===== config.mk =====
export PLATFORM = sky130hd
export DESIGN_NAME = xadac_cut_flat
export DESIGN_NICKNAME = d
export VERILOG_FILES = /design/src/rtl/xadac_pkg.sv /design/src/rtl/xadac_if.sv /design/src/rtl/xadac_spill_reg.sv /design/src/rtl/xadac_cut.sv /design/src/flat_wrapper.sv
export SDC_FILE = /design/constraint.sdc
export NUM_CORES = 1
export LEC_CHECK = 0
export BUFFER_PORTS_ARGS = -buffer_cell sky130_fd_sc_hd__buf_2
export CORE_ASPECT_RATIO = 1.2
export CORE_UTILIZATION = 48
export CTS_CLUSTER_SIZE = 8
export DETAILED_ROUTE_END_ITERATION = 10
export PLACE_DENSITY = 0.68
export SLEW_MARGIN = 30
export SYNTH_ARGS = -nofsm -noshare
export SYNTH_HDL_FRONTEND = slang
export SYNTH_SLANG_ARGS = --single-unit

===== constraint.sdc =====
create_clock -name clk_i -period 2.19 [get_ports clk_i]
set_input_delay 0.438 -clock clk_i [delete_from_list [all_inputs] [get_ports clk_i]]
set_output_delay 0.438 -clock clk_i [all_outputs]
set_load 0.03 [all_outputs]

===== src/rtl/xadac_pkg.sv =====
// Shared payload types for the XADAC coprocessor link.
// Contents: ID and data widths, plus the packed payloads for the
// decode and execute request/response channels.
package xadac_pkg;

  localparam int unsigned IdWidth    = 4;
  localparam int unsigned InstrWidth = 32;
  localparam int unsigned DataWidth  = 32;

  typedef logic [IdWidth-1:0] id_t;

  // Decode request: instruction offered to the accelerator for decoding.
  typedef struct packed {
    id_t                   id;
    logic [InstrWidth-1:0] instr;
  } DecReqT;

  // Decode response: whether the accelerator takes the instruction.
  typedef struct packed {
    id_t  id;
    logic accept;
    logic rd_write;
  } DecRspT;

  // Execute request: accepted instruction with its source operand.
  typedef struct packed {
    id_t                   id;
    logic [InstrWidth-1:0] instr;
    logic [DataWidth-1:0]  rs1;
  } ExeReqT;

  // Execute response: result value and error flag.
  typedef struct packed {
    id_t                  id;
    logic [DataWidth-1:0] rd;
    logic                 error;
  } ExeRspT;

endpackage


===== src/rtl/xadac_if.sv =====
// XADAC link bundle: four valid/ready channels.
// dec_req/exe_req travel master -> slave; dec_rsp/exe_rsp travel
// slave -> master. Modport mst is the requesting side, slv the serving side.
interface xadac_if;
  import xadac_pkg::*;

  logic   dec_req_valid;
  logic   dec_req_ready;
  DecReqT dec_req_data;

  logic   dec_rsp_valid;
  logic   dec_rsp_ready;
  DecRspT dec_rsp_data;

  logic   exe_req_valid;
  logic   exe_req_ready;
  ExeReqT exe_req_data;

  logic   exe_rsp_valid;
  logic   exe_rsp_ready;
  ExeRspT exe_rsp_data;

  modport mst (
    output dec_req_valid, dec_req_data, input  dec_req_ready,
    input  dec_rsp_valid, dec_rsp_data, output dec_rsp_ready,
    output exe_req_valid, exe_req_data, input  exe_req_ready,
    input  exe_rsp_valid, exe_rsp_data, output exe_rsp_ready
  );

  modport slv (
    input  dec_req_valid, dec_req_data, output dec_req_ready,
    output dec_rsp_valid, dec_rsp_data, input  dec_rsp_ready,
    input  exe_req_valid, exe_req_data, output exe_req_ready,
    output exe_rsp_valid, exe_rsp_data, input  exe_rsp_ready
  );

endinterface


===== src/rtl/xadac_spill_reg.sv =====
// Two-entry in-order spill buffer for one valid/ready channel.
// Ports: clk, rst_n (async, active-low); input side in_valid/in_ready/in_data;
// output side out_valid/out_ready/out_data.
// Bypass=1 turns the block into plain wires (zero latency).
// With Bypass=0, in_ready, out_valid and out_data depend only on registers.
module xadac_spill_reg #(
  parameter type T      = logic,
  parameter bit  Bypass = 1'b0
) (
  input  logic clk,
  input  logic rst_n,
  input  logic in_valid,
  output logic in_ready,
  input  T     in_data,
  output logic out_valid,
  input  logic out_ready,
  output T     out_data
);

  if (Bypass) begin : g_bypass
    assign out_valid = in_valid;
    assign out_data  = in_data;
    assign in_ready  = out_ready;

    // Clock and reset have no purpose in the wire-through variant.
    logic unused_clk_rst;
    assign unused_clk_rst = clk ^ rst_n;
  end else begin : g_cut
    logic [1:0] count_q;
    logic [1:0] count_d;
    logic       rd_ptr_q;
    logic       wr_ptr;
    logic       push;
    logic       pop;
    T           slot_q [2];

    assign in_ready  = (count_q != 2'd2);
    assign out_valid = (count_q != 2'd0);
    assign out_data  = slot_q[rd_ptr_q];

    assign push = in_valid && in_ready;
    assign pop  = out_valid && out_ready;

    // Next free slot: the head slot when empty, the other one when holding one.
    assign wr_ptr = rd_ptr_q ^ count_q[0];

    // Occupancy update; push+pop together leaves count unchanged.
    always_comb begin
      count_d = count_q;
      if (push && !pop) begin
        count_d = count_q + 2'd1;
      end else if (!push && pop) begin
        count_d = count_q - 2'd1;
      end
    end

    // State and payload storage.
    always_ff @(posedge clk or negedge rst_n) begin
      if (!rst_n) begin
        count_q   <= 2'd0;
        rd_ptr_q  <= 1'b0;
        slot_q[0] <= '0;
        slot_q[1] <= '0;
      end else begin
        count_q <= count_d;
        if (pop) begin
          rd_ptr_q <= ~rd_ptr_q;
        end
        if (push) begin
          slot_q[wr_ptr] <= in_data;
        end
      end
    end
  end

endmodule


===== src/rtl/xadac_cut.sv =====
// Registered pipeline cut for the XADAC link.
// Ports: clk_i, rst_ni (async, active-low); slv faces the core-side master,
// mst faces the accelerator (or the next cut).
// CutDec/CutExe select buffering of the decode and execute channel pairs;
// a disabled pair is wired straight through.
module xadac_cut
  import xadac_pkg::*;
#(
  parameter bit CutDec = 1'b1,
  parameter bit CutExe = 1'b1
) (
  input logic   clk_i,
  input logic   rst_ni,
  xadac_if.slv  slv,
  xadac_if.mst  mst
);

  // Decode request: slv -> mst.
  xadac_spill_reg #(.T(DecReqT), .Bypass(CutDec == 1'b0)) u_dec_req (
    .clk       (clk_i),
    .rst_n     (rst_ni),
    .in_valid  (slv.dec_req_valid),
    .in_ready  (slv.dec_req_ready),
    .in_data   (slv.dec_req_data),
    .out_valid (mst.dec_req_valid),
    .out_ready (mst.dec_req_ready),
    .out_data  (mst.dec_req_data)
  );

  // Decode response: mst -> slv.
  xadac_spill_reg #(.T(DecRspT), .Bypass(CutDec == 1'b0)) u_dec_rsp (
    .clk       (clk_i),
    .rst_n     (rst_ni),
    .in_valid  (mst.dec_rsp_valid),
    .in_ready  (mst.dec_rsp_ready),
    .in_data   (mst.dec_rsp_data),
    .out_valid (slv.dec_rsp_valid),
    .out_ready (slv.dec_rsp_ready),
    .out_data  (slv.dec_rsp_data)
  );

  // Execute request: slv -> mst.
  xadac_spill_reg #(.T(ExeReqT), .Bypass(CutExe == 1'b0)) u_exe_req (
    .clk       (clk_i),
    .rst_n     (rst_ni),
    .in_valid  (slv.exe_req_valid),
    .in_ready  (slv.exe_req_ready),
    .in_data   (slv.exe_req_data),
    .out_valid (mst.exe_req_valid),
    .out_ready (mst.exe_req_ready),
    .out_data  (mst.exe_req_data)
  );

  // Execute response: mst -> slv.
  xadac_spill_reg #(.T(ExeRspT), .Bypass(CutExe == 1'b0)) u_exe_rsp (
    .clk       (clk_i),
    .rst_n     (rst_ni),
    .in_valid  (mst.exe_rsp_valid),
    .in_ready  (mst.exe_rsp_ready),
    .in_data   (mst.exe_rsp_data),
    .out_valid (slv.exe_rsp_valid),
    .out_ready (slv.exe_rsp_ready),
    .out_data  (slv.exe_rsp_data)
  );

endmodule


===== src/flat_wrapper.sv =====
// flat-port wrapper written by rule: the top's interface ports become plain ports
module xadac_cut_flat import xadac_pkg::*;
#(
  parameter bit CutDec = 1'b1,
  parameter bit CutExe = 1'b1
)
  (clk_i, rst_ni, slv_dec_req_valid, slv_dec_req_data, slv_dec_req_ready, slv_dec_rsp_valid, slv_dec_rsp_data, slv_dec_rsp_ready, slv_exe_req_valid, slv_exe_req_data, slv_exe_req_ready, slv_exe_rsp_valid, slv_exe_rsp_data, slv_exe_rsp_ready, mst_dec_req_valid, mst_dec_req_data, mst_dec_req_ready, mst_dec_rsp_valid, mst_dec_rsp_data, mst_dec_rsp_ready, mst_exe_req_valid, mst_exe_req_data, mst_exe_req_ready, mst_exe_rsp_valid, mst_exe_rsp_data, mst_exe_rsp_ready);
  xadac_if slv_i ();
  xadac_if mst_i ();
  input logic clk_i;
  input logic rst_ni;
  input wire logic [$bits(slv_i.dec_req_valid)-1:0] slv_dec_req_valid;
  input wire logic [$bits(slv_i.dec_req_data)-1:0] slv_dec_req_data;
  output wire logic [$bits(slv_i.dec_req_ready)-1:0] slv_dec_req_ready;
  output wire logic [$bits(slv_i.dec_rsp_valid)-1:0] slv_dec_rsp_valid;
  output wire logic [$bits(slv_i.dec_rsp_data)-1:0] slv_dec_rsp_data;
  input wire logic [$bits(slv_i.dec_rsp_ready)-1:0] slv_dec_rsp_ready;
  input wire logic [$bits(slv_i.exe_req_valid)-1:0] slv_exe_req_valid;
  input wire logic [$bits(slv_i.exe_req_data)-1:0] slv_exe_req_data;
  output wire logic [$bits(slv_i.exe_req_ready)-1:0] slv_exe_req_ready;
  output wire logic [$bits(slv_i.exe_rsp_valid)-1:0] slv_exe_rsp_valid;
  output wire logic [$bits(slv_i.exe_rsp_data)-1:0] slv_exe_rsp_data;
  input wire logic [$bits(slv_i.exe_rsp_ready)-1:0] slv_exe_rsp_ready;
  output wire logic [$bits(mst_i.dec_req_valid)-1:0] mst_dec_req_valid;
  output wire logic [$bits(mst_i.dec_req_data)-1:0] mst_dec_req_data;
  input wire logic [$bits(mst_i.dec_req_ready)-1:0] mst_dec_req_ready;
  input wire logic [$bits(mst_i.dec_rsp_valid)-1:0] mst_dec_rsp_valid;
  input wire logic [$bits(mst_i.dec_rsp_data)-1:0] mst_dec_rsp_data;
  output wire logic [$bits(mst_i.dec_rsp_ready)-1:0] mst_dec_rsp_ready;
  output wire logic [$bits(mst_i.exe_req_valid)-1:0] mst_exe_req_valid;
  output wire logic [$bits(mst_i.exe_req_data)-1:0] mst_exe_req_data;
  input wire logic [$bits(mst_i.exe_req_ready)-1:0] mst_exe_req_ready;
  input wire logic [$bits(mst_i.exe_rsp_valid)-1:0] mst_exe_rsp_valid;
  input wire logic [$bits(mst_i.exe_rsp_data)-1:0] mst_exe_rsp_data;
  output wire logic [$bits(mst_i.exe_rsp_ready)-1:0] mst_exe_rsp_ready;
  assign slv_i.dec_req_valid = slv_dec_req_valid;
  assign slv_i.dec_req_data = slv_dec_req_data;
  assign slv_dec_req_ready = slv_i.dec_req_ready;
  assign slv_dec_rsp_valid = slv_i.dec_rsp_valid;
  assign slv_dec_rsp_data = slv_i.dec_rsp_data;
  assign slv_i.dec_rsp_ready = slv_dec_rsp_ready;
  assign slv_i.exe_req_valid = slv_exe_req_valid;
  assign slv_i.exe_req_data = slv_exe_req_data;
  assign slv_exe_req_ready = slv_i.exe_req_ready;
  assign slv_exe_rsp_valid = slv_i.exe_rsp_valid;
  assign slv_exe_rsp_data = slv_i.exe_rsp_data;
  assign slv_i.exe_rsp_ready = slv_exe_rsp_ready;
  assign mst_dec_req_valid = mst_i.dec_req_valid;
  assign mst_dec_req_data = mst_i.dec_req_data;
  assign mst_i.dec_req_ready = mst_dec_req_ready;
  assign mst_i.dec_rsp_valid = mst_dec_rsp_valid;
  assign mst_i.dec_rsp_data = mst_dec_rsp_data;
  assign mst_dec_rsp_ready = mst_i.dec_rsp_ready;
  assign mst_exe_req_valid = mst_i.exe_req_valid;
  assign mst_exe_req_data = mst_i.exe_req_data;
  assign mst_i.exe_req_ready = mst_exe_req_ready;
  assign mst_i.exe_rsp_valid = mst_exe_rsp_valid;
  assign mst_i.exe_rsp_data = mst_exe_rsp_data;
  assign mst_exe_rsp_ready = mst_i.exe_rsp_ready;
  xadac_cut #(.CutDec(CutDec), .CutExe(CutExe)) u_core (.clk_i(clk_i), .rst_ni(rst_ni), .slv(slv_i), .mst(mst_i));
endmodule

# After elaboration in Yosys (flattened, before gate mapping)
# Index checks and enable logic that the tools add are counted.
[totals]
reg_bits = 306
out_inout_bits = 155
elab_cells = 138
[op_classes]
add_sub_neg = 8
magnitude_cmp = 12
n_eq_ne = 4
n_mux = 32
n_bitwise = 16
reduce_logical = 36
[op_table]
columns = ["op", "n"]
rows = [
  ["2-to-1 mux 68 bit", 4],
  ["2-to-1 mux 37 bit", 4],
  ["2-to-1 mux 36 bit", 4],
  ["bitwise mux 136 bit", 1],
  ["bitwise mux 74 bit", 1],
  ["bitwise mux 72 bit", 1],
  ["demux 68 bit (select 1 bit)", 1],
  ["demux 37 bit (select 1 bit)", 1],
  ["demux 36 bit (select 1 bit)", 1],
  ["2-to-1 mux 6 bit", 4],
  ["logical AND 1 bit", 20],
  ["greater-or-equal comparator 2 bit, second input constant", 8],
  ["2-to-1 mux 2 bit", 8],
  ["NOT 1 -> 2 bit", 8],
  ["nonzero test 2 bit", 8],
  ["bitwise mux 12 bit", 1],
  ["adder 2 x 1 -> 2 bit, second input constant", 4],
  ["logical NOT 1 bit", 8],
  ["< comparator 2 x 1 -> 1 bit, second input constant", 4],
  ["inequality test 2 bit, second input constant", 4],
  ["subtractor 2 x 1 -> 2 bit, second input constant", 4],
  ["demux 6 bit (select 1 bit)", 1],
  ["NOT 1 bit", 4],
  ["XOR 1 bit", 4],
]

# Logic depth before layout (Yosys ltp)
[depth]
depth_word = 7
ltp_mapped = 10
depth_no_buf = 7

# Hierarchy
# A second synthesis with hierarchy kept.
[unflattened]
cells_unflattened = 2402
hier_area_um2 = 21833.4
[by_module_without_submodules]
columns = ["mod", "n_inst", "cells_per_inst", "area_each_um2", "seq_area_each_um2"]
rows = [
  ["xadac_spill_reg (u_core.u_exe_req)", 1, 1103, 10095.9, 3478.3],
  ["xadac_spill_reg (u_core.u_exe_rsp)", 1, 608, 5436.5, 1926.8],
  ["xadac_spill_reg (u_core.u_dec_req)", 1, 592, 5360.1, 1876.8],
  ["xadac_spill_reg (u_core.u_dec_rsp)", 1, 99, 940.9, 375.4],
]

# Worst setup path before layout
# No wires, ideal clock.
[synth_timing]
path_type = "register to register"
from = "register u_core.u_dec_req.g_cut.count_q[0]"
to = "register u_core.u_dec_req.g_cut.count_q[1]"
setup_time_ns = 0.079
t_arrival_ns = 1.943
required_time_ns = 2.111
path_slack_ns = 0.167
path_stages_with_launch = 10
n_path_buf = 3
synth_period_minus_slack_ns = 2.023
path_cell_list = "dfrtp_1 -> buf_2 -> buf_2 -> buf_2 -> nand2b_1 -> and2_1 -> ha_1 -> xor2_1 -> nor2_1 -> xor2_1"
[synth_via]
elab_chain_cells = 5
word_cells_on_any_way = 13
[synth_rtl]
columns = ["element", "line", "rtl"]
rows = [
  ["from (decl)", "xadac_spill_reg.sv:29", "logic [1:0] count_q;"],
  ["from (signal assigned)", "xadac_spill_reg.sv:65", "count_q <= count_d;"],
  ["inequality test 2 bit (*)", "xadac_spill_reg.sv:37", "assign in_ready = (count_q != 2'd2);"],
  ["named net slv_dec_req_ready", "flat_wrapper.sv:14", "output wire logic [$bits(slv_i.dec_req_ready)-1:0] slv_dec_req_ready;"],
  ["logical AND 1 bit (*)", "xadac_spill_reg.sv:41", "assign push = in_valid && in_ready;"],
  ["logical NOT 1 bit", "xadac_spill_reg.sv:52", "end else if (!push && pop) begin"],
  ["logical AND 1 bit", "xadac_spill_reg.sv:52", ""],
  ["nonzero test 2 bit (no line)", "--", ""],
]
# Mark *: on every way through the listed nets, which the timed path passes. The rest lies on a longest branch. The select of a mux whose other input is x is not followed.
# A chain may end at the register's enable or synchronous reset.

# Final worst setup path
[layout_timing]
from = "register u_core.u_exe_req.g_cut.rd_ptr_q"
to = "output port mst_exe_req_data[57]"
[layout_via]
elab_chain_cells = 4
[layout_rtl]
columns = ["element", "line", "rtl"]
rows = [
  ["from (decl)", "xadac_spill_reg.sv:31", "logic rd_ptr_q;"],
  ["from (signal assigned)", "xadac_spill_reg.sv:67", "rd_ptr_q <= ~rd_ptr_q;"],
  ["NOT 1 -> 2 bit (not written as such)", "xadac_spill_reg.sv:39", "assign out_data = slot_q[rd_ptr_q];"],
  ["2-to-1 mux 68 bit (not written as such) (3 in series)", "xadac_spill_reg.sv:39", ""],
  ["to (decl)", "flat_wrapper.sv:31", "output wire logic [$bits(mst_i.exe_req_data)-1:0] mst_exe_req_data;"],
]
# No other way between the ends. The select of a mux whose other input is x is not followed.

==> results.py <==
metrics = {
    "critical_path": {
        "cp.arrival_ns": 1.88,
        "start_kind": "flip-flop",
        "ff2ff_path_depth": 8,
        "r2r_setup_slack_ns": 0.26,
        "critPathMaxFanout": 8,
        "r2r_start": "u_core.u_exe_req.g_cut.rd_ptr_q$_DFFE_PN0P_",
        "reg2reg_to": "u_core.u_exe_req.g_cut.slot_q[25]$_DFFE_PN0P_",
        "path_class": "flip-flop to output pin",
        "cp-end-kind": "output pin",
        "critPathRequiredTime_ns": 1.75,
    },
    "floorplan": {
        "ios": 312,
        "start_util_pct": 48.8,
        "coreArea_sq_um": 41900,
        "num_rows": 82,
        "die_x_um": 190,
        "die_h_um": 228,
        "die-area_sq_um": 43400,
    },
    "route": {
        "drt_iter0_drc": 1686,
        "num_vias": 20400,
        "wirelength_um": 66000,
        "final_antenna_net_count": 0,
        "wire_per_inst_um": 21.3,
        "viasPerCell": 6.59,
        "drc": 0,
        "firstDrtPassIters": 8,
    },
    "timing": {
        "fin_skew_ns": 0.0156,
        "tightest_slew_ns": 0.464,
        "maxSlewViolCount": 0,
        "finalSetupViolCount": 112,
        "fin_hold_ws_ns": 0.160,
        "fin_setup_tns_ns": -7.82,
        "post-route-period-util_pct": 106,
        "fin_ws_ns": -0.132,
        "hold_viol_final": 0,
        "final.min_clock_period_ns": 2.32,
        "maxSlewHeadroom_pct": 69.1,
        "fmax_ghz": 0.431,
        "rsz0062_at_grt": "yes",
    },
    "global_route": {
        "grt_pass1_wl_um": 103000,
        "grtUsageTotal_pct": 28.8,
        "grt_max_degree": 77,
        "grt_pass1_vias": 19500,
        "grt-ovfl-total": 0,
        "grt_antenna_before_repair": 19,
    },
    "clock_tree": {
        "cts.sinks": 306,
        "tritoncts": "yes",
        "htreeDepth": 2,
        "cts-buffers-inserted": 44,
        "clk_pin_slew_ns": 0.06,
        "clock_tree.root_cell": "clkbuf_16",
        "clockBufferDepth": 3,
        "clk-insertion-delay-late_ns": 0.57,
    },
    "synthesis": {
        "synth_area_leaders": "dfrtp_1, mux2_2, a21oi_1",
        "yosysTopAreaCell": "dfrtp_1",
        "async_flop_share_pct": 100,
        "synth_ff_type": "dfrtp_1",
        "synth_most_common_cell": "dfrtp_1",
        "synthTopCellsByCount": "dfrtp_1, a21oi_1, o21ai_0",
        "synth.net_count": 2441,
        "synth_top_area_share_pct": 37.5,
        "synth-seq-cells": 306,
        "syn_area_sq_um": 20400,
        "synth_cells": 2280,
        "synth-edff-count": 0,
        "seq_area_frac_synth_pct": 37.5,
        "synth_cell_types": 34,
        "synth.avg_cell_area_sq_um": 8.96,
        "yosysWarnings": 0,
    },
    "status": {
        "status": "complete, but fails checks",
        "violations": "setup timing",
    },
    "power_and_ir_drop": {
        "power_density_nw_per_um2": 1940,
        "ir_drop_v": 0.00167,
        "p_leak_nw": 10.4,
    },
    "cells_and_area": {
        "nNetsFinal": 2696,
        "postLayoutCoreUtil_pct": 62.2,
        "nFillCells": 3424,
        "final_cell_count_no_fill": 3102,
        "drive_gt1_share_pct": 27.6,
        "area_delta_synth_final_pct": 27.5,
    },
    "job": {
        "drv_cap": 0,
    },
    "place": {
        "hpwl_um": 37600,
        "io_buffers": 311,
        "place.gp.congestion": 0.838,
        "dpl.cell_count": 2965,
    },
    "min_path": {
        "hold_depth": 3,
        "whs_endpoint": "u_core.u_dec_rsp.g_cut.rd_ptr_q$_DFFE_PN0P_",
        "hold_path_class": "input pin to flip-flop",
        "worstHoldStart": "slv_dec_rsp_ready",
    },
}
logic make-up (layout without fill, tap and decap cells):
logic type | after synthesis | in the layout | share of synthesized area [%]
mux | 159 | 159 | 8.69
xor+xnor | 16 | 16 | 0.686
compound gates | 976 | 976 | 30.0
fa+ha+maj | 4 | 4 | 0.245
flops | 306 | 306 | 37.5
other cells | 0 | 14 | 0
simple gates | 540 | 540 | 17.0
buf+inv | 279 | 541 | 5.89
power breakdown:
part / leakage (nW) / internal [mW] / switching [mW] / total [mW]
sequential: 3.60 / 8.79 / 3.35 / 12.1
combinational: 6.20 / 14.9 / 17.2 / 32.1
clock: 0.584 / 3.75 / 2.60 / 6.35
metrics by stage:
| step | power, mW | area [sq um] | setup slack, ns |
|---|---|---|---|
| detailed placement | 37.8 | 22700 | 0.235 |
| finish | 50.6 | 26000 | -0.132 |
| CTS | 48.0 | 25200 | -0.143 |
| global route | 53.5 | 26000 | -0.163 |
| floorplan | 30.8 | 20400 | 0.167 |
| global placement | 36.8 | 22700 | 0.260 |
cell usage in the layout (no fill, tap or decap), drive strengths merged:
master       synthesis  final
buf                113    456
dfrtp              306    306
a21oi              286    286
o21ai              206    206
a211oi             188    188
mux2               147    147
nor2               122    122
nand3b             105    105
o21bai             104    104
or3                102    102
o221ai             102    102
or4b               102    102
o22ai               86     86
nor3                74     74
clkbuf             160     60
bufbuf               0     15
diode                0     14
mux2i               12     12
nand2b              11     11
nand2                9      9
xnor2                8      8
xor2                 8      8
inv                  5      7
or2                  6      6
a311oi               4      4
and2                 4      4
ha                   4      4
nor2b                4      4
or3b                 1      1
clkinv               1      1
bufinv               0      1
dlygate4sd3          0      1
worst max-delay path, stage by stage, from the launching register on:
cell and delay, ns:
dfrtp_4 0.45, buf_12 0.17, clkbuf_16 0.17, mux2_2 0.35, buf_6 0.15
repair_timing:
item / 4_1_cts / 5_1_grt
hold endpoints to repair: 29 / 0
endpoints found under the setup margin: 143 / 135
resized for setup: 156 / 195
hold buffers: 1 / 0
buffers inserted: 28 / 15
cloned: 18 / 8
registers in the layout, indices dropped and copies added (netlist names):
register and count:
u_core.u_exe_req.g_cut.count_q 2, u_core.u_exe_rsp.g_cut.rd_ptr_q 1, u_core.u_exe_rsp.g_cut.slot_q 74, u_core.u_dec_rsp.g_cut.count_q 2, u_core.u_dec_rsp.g_cut.rd_ptr_q 1, u_core.u_exe_req.g_cut.slot_q 136, u_core.u_dec_req.g_cut.slot_q 72, u_core.u_dec_req.g_cut.count_q 2
u_core.u_dec_rsp.g_cut.slot_q 12, u_core.u_dec_req.g_cut.rd_ptr_q 1, u_core.u_exe_req.g_cut.rd_ptr_q 1, u_core.u_exe_rsp.g_cut.count_q 2
layout make-up:
cell class	count	area [sq um]	share of cell area, %
multi-input cells	1695	11700	44.8
well taps	546	683	2.62
repair buffers	482	4750	18.2
clock buffers	50	1140	4.40
clock inverters	3	47.5	0.183
flip-flops and latches	306	7680	29.5
diodes	14	35.0	0.135
inverters	6	27.5	0.106
how the worst max path moves through the flow:
| stage | start | endpoint | slack, ns | cells after the start |
|---|---|---|---|---|
| 2_1_floorplan | u_core.u_dec_req.g_cut.count_q[0]$_DFFE_PN0P_ | u_core.u_dec_req.g_cut.count_q[1]$_DFFE_PN0P_ | 0.17 | 9 |
| 3_3_place_gp | u_core.u_exe_rsp.g_cut.rd_ptr_q$_DFFE_PN0P_ | slv_exe_rsp_data[8] | 0.26 | 3 |
| 3_5_place_dp | u_core.u_exe_rsp.g_cut.rd_ptr_q$_DFFE_PN0P_ | slv_exe_rsp_data[8] | 0.24 | 3 |
| 4_1_cts | u_core.u_exe_req.g_cut.rd_ptr_q$_DFFE_PN0P_ | mst_exe_req_data[21] | -0.14 | 4 |
| 5_1_grt | u_core.u_exe_req.g_cut.rd_ptr_q$_DFFE_PN0P_ | mst_exe_req_data[57] | -0.16 | 4 |
| 6_report | u_core.u_exe_req.g_cut.rd_ptr_q$_DFFE_PN0P_ | mst_exe_req_data[57] | -0.13 | 4 |
layer usage:
layer	up-vias	global-route usage, %	share of wire, %
met5	-	0	0.12
met2	830	46.3	48
met4	12	13.6	3.6
met1	10100	36.9	41
li1	9366	-	-
met3	165	5.95	7.2
Power figures use the tool's default switching activity.
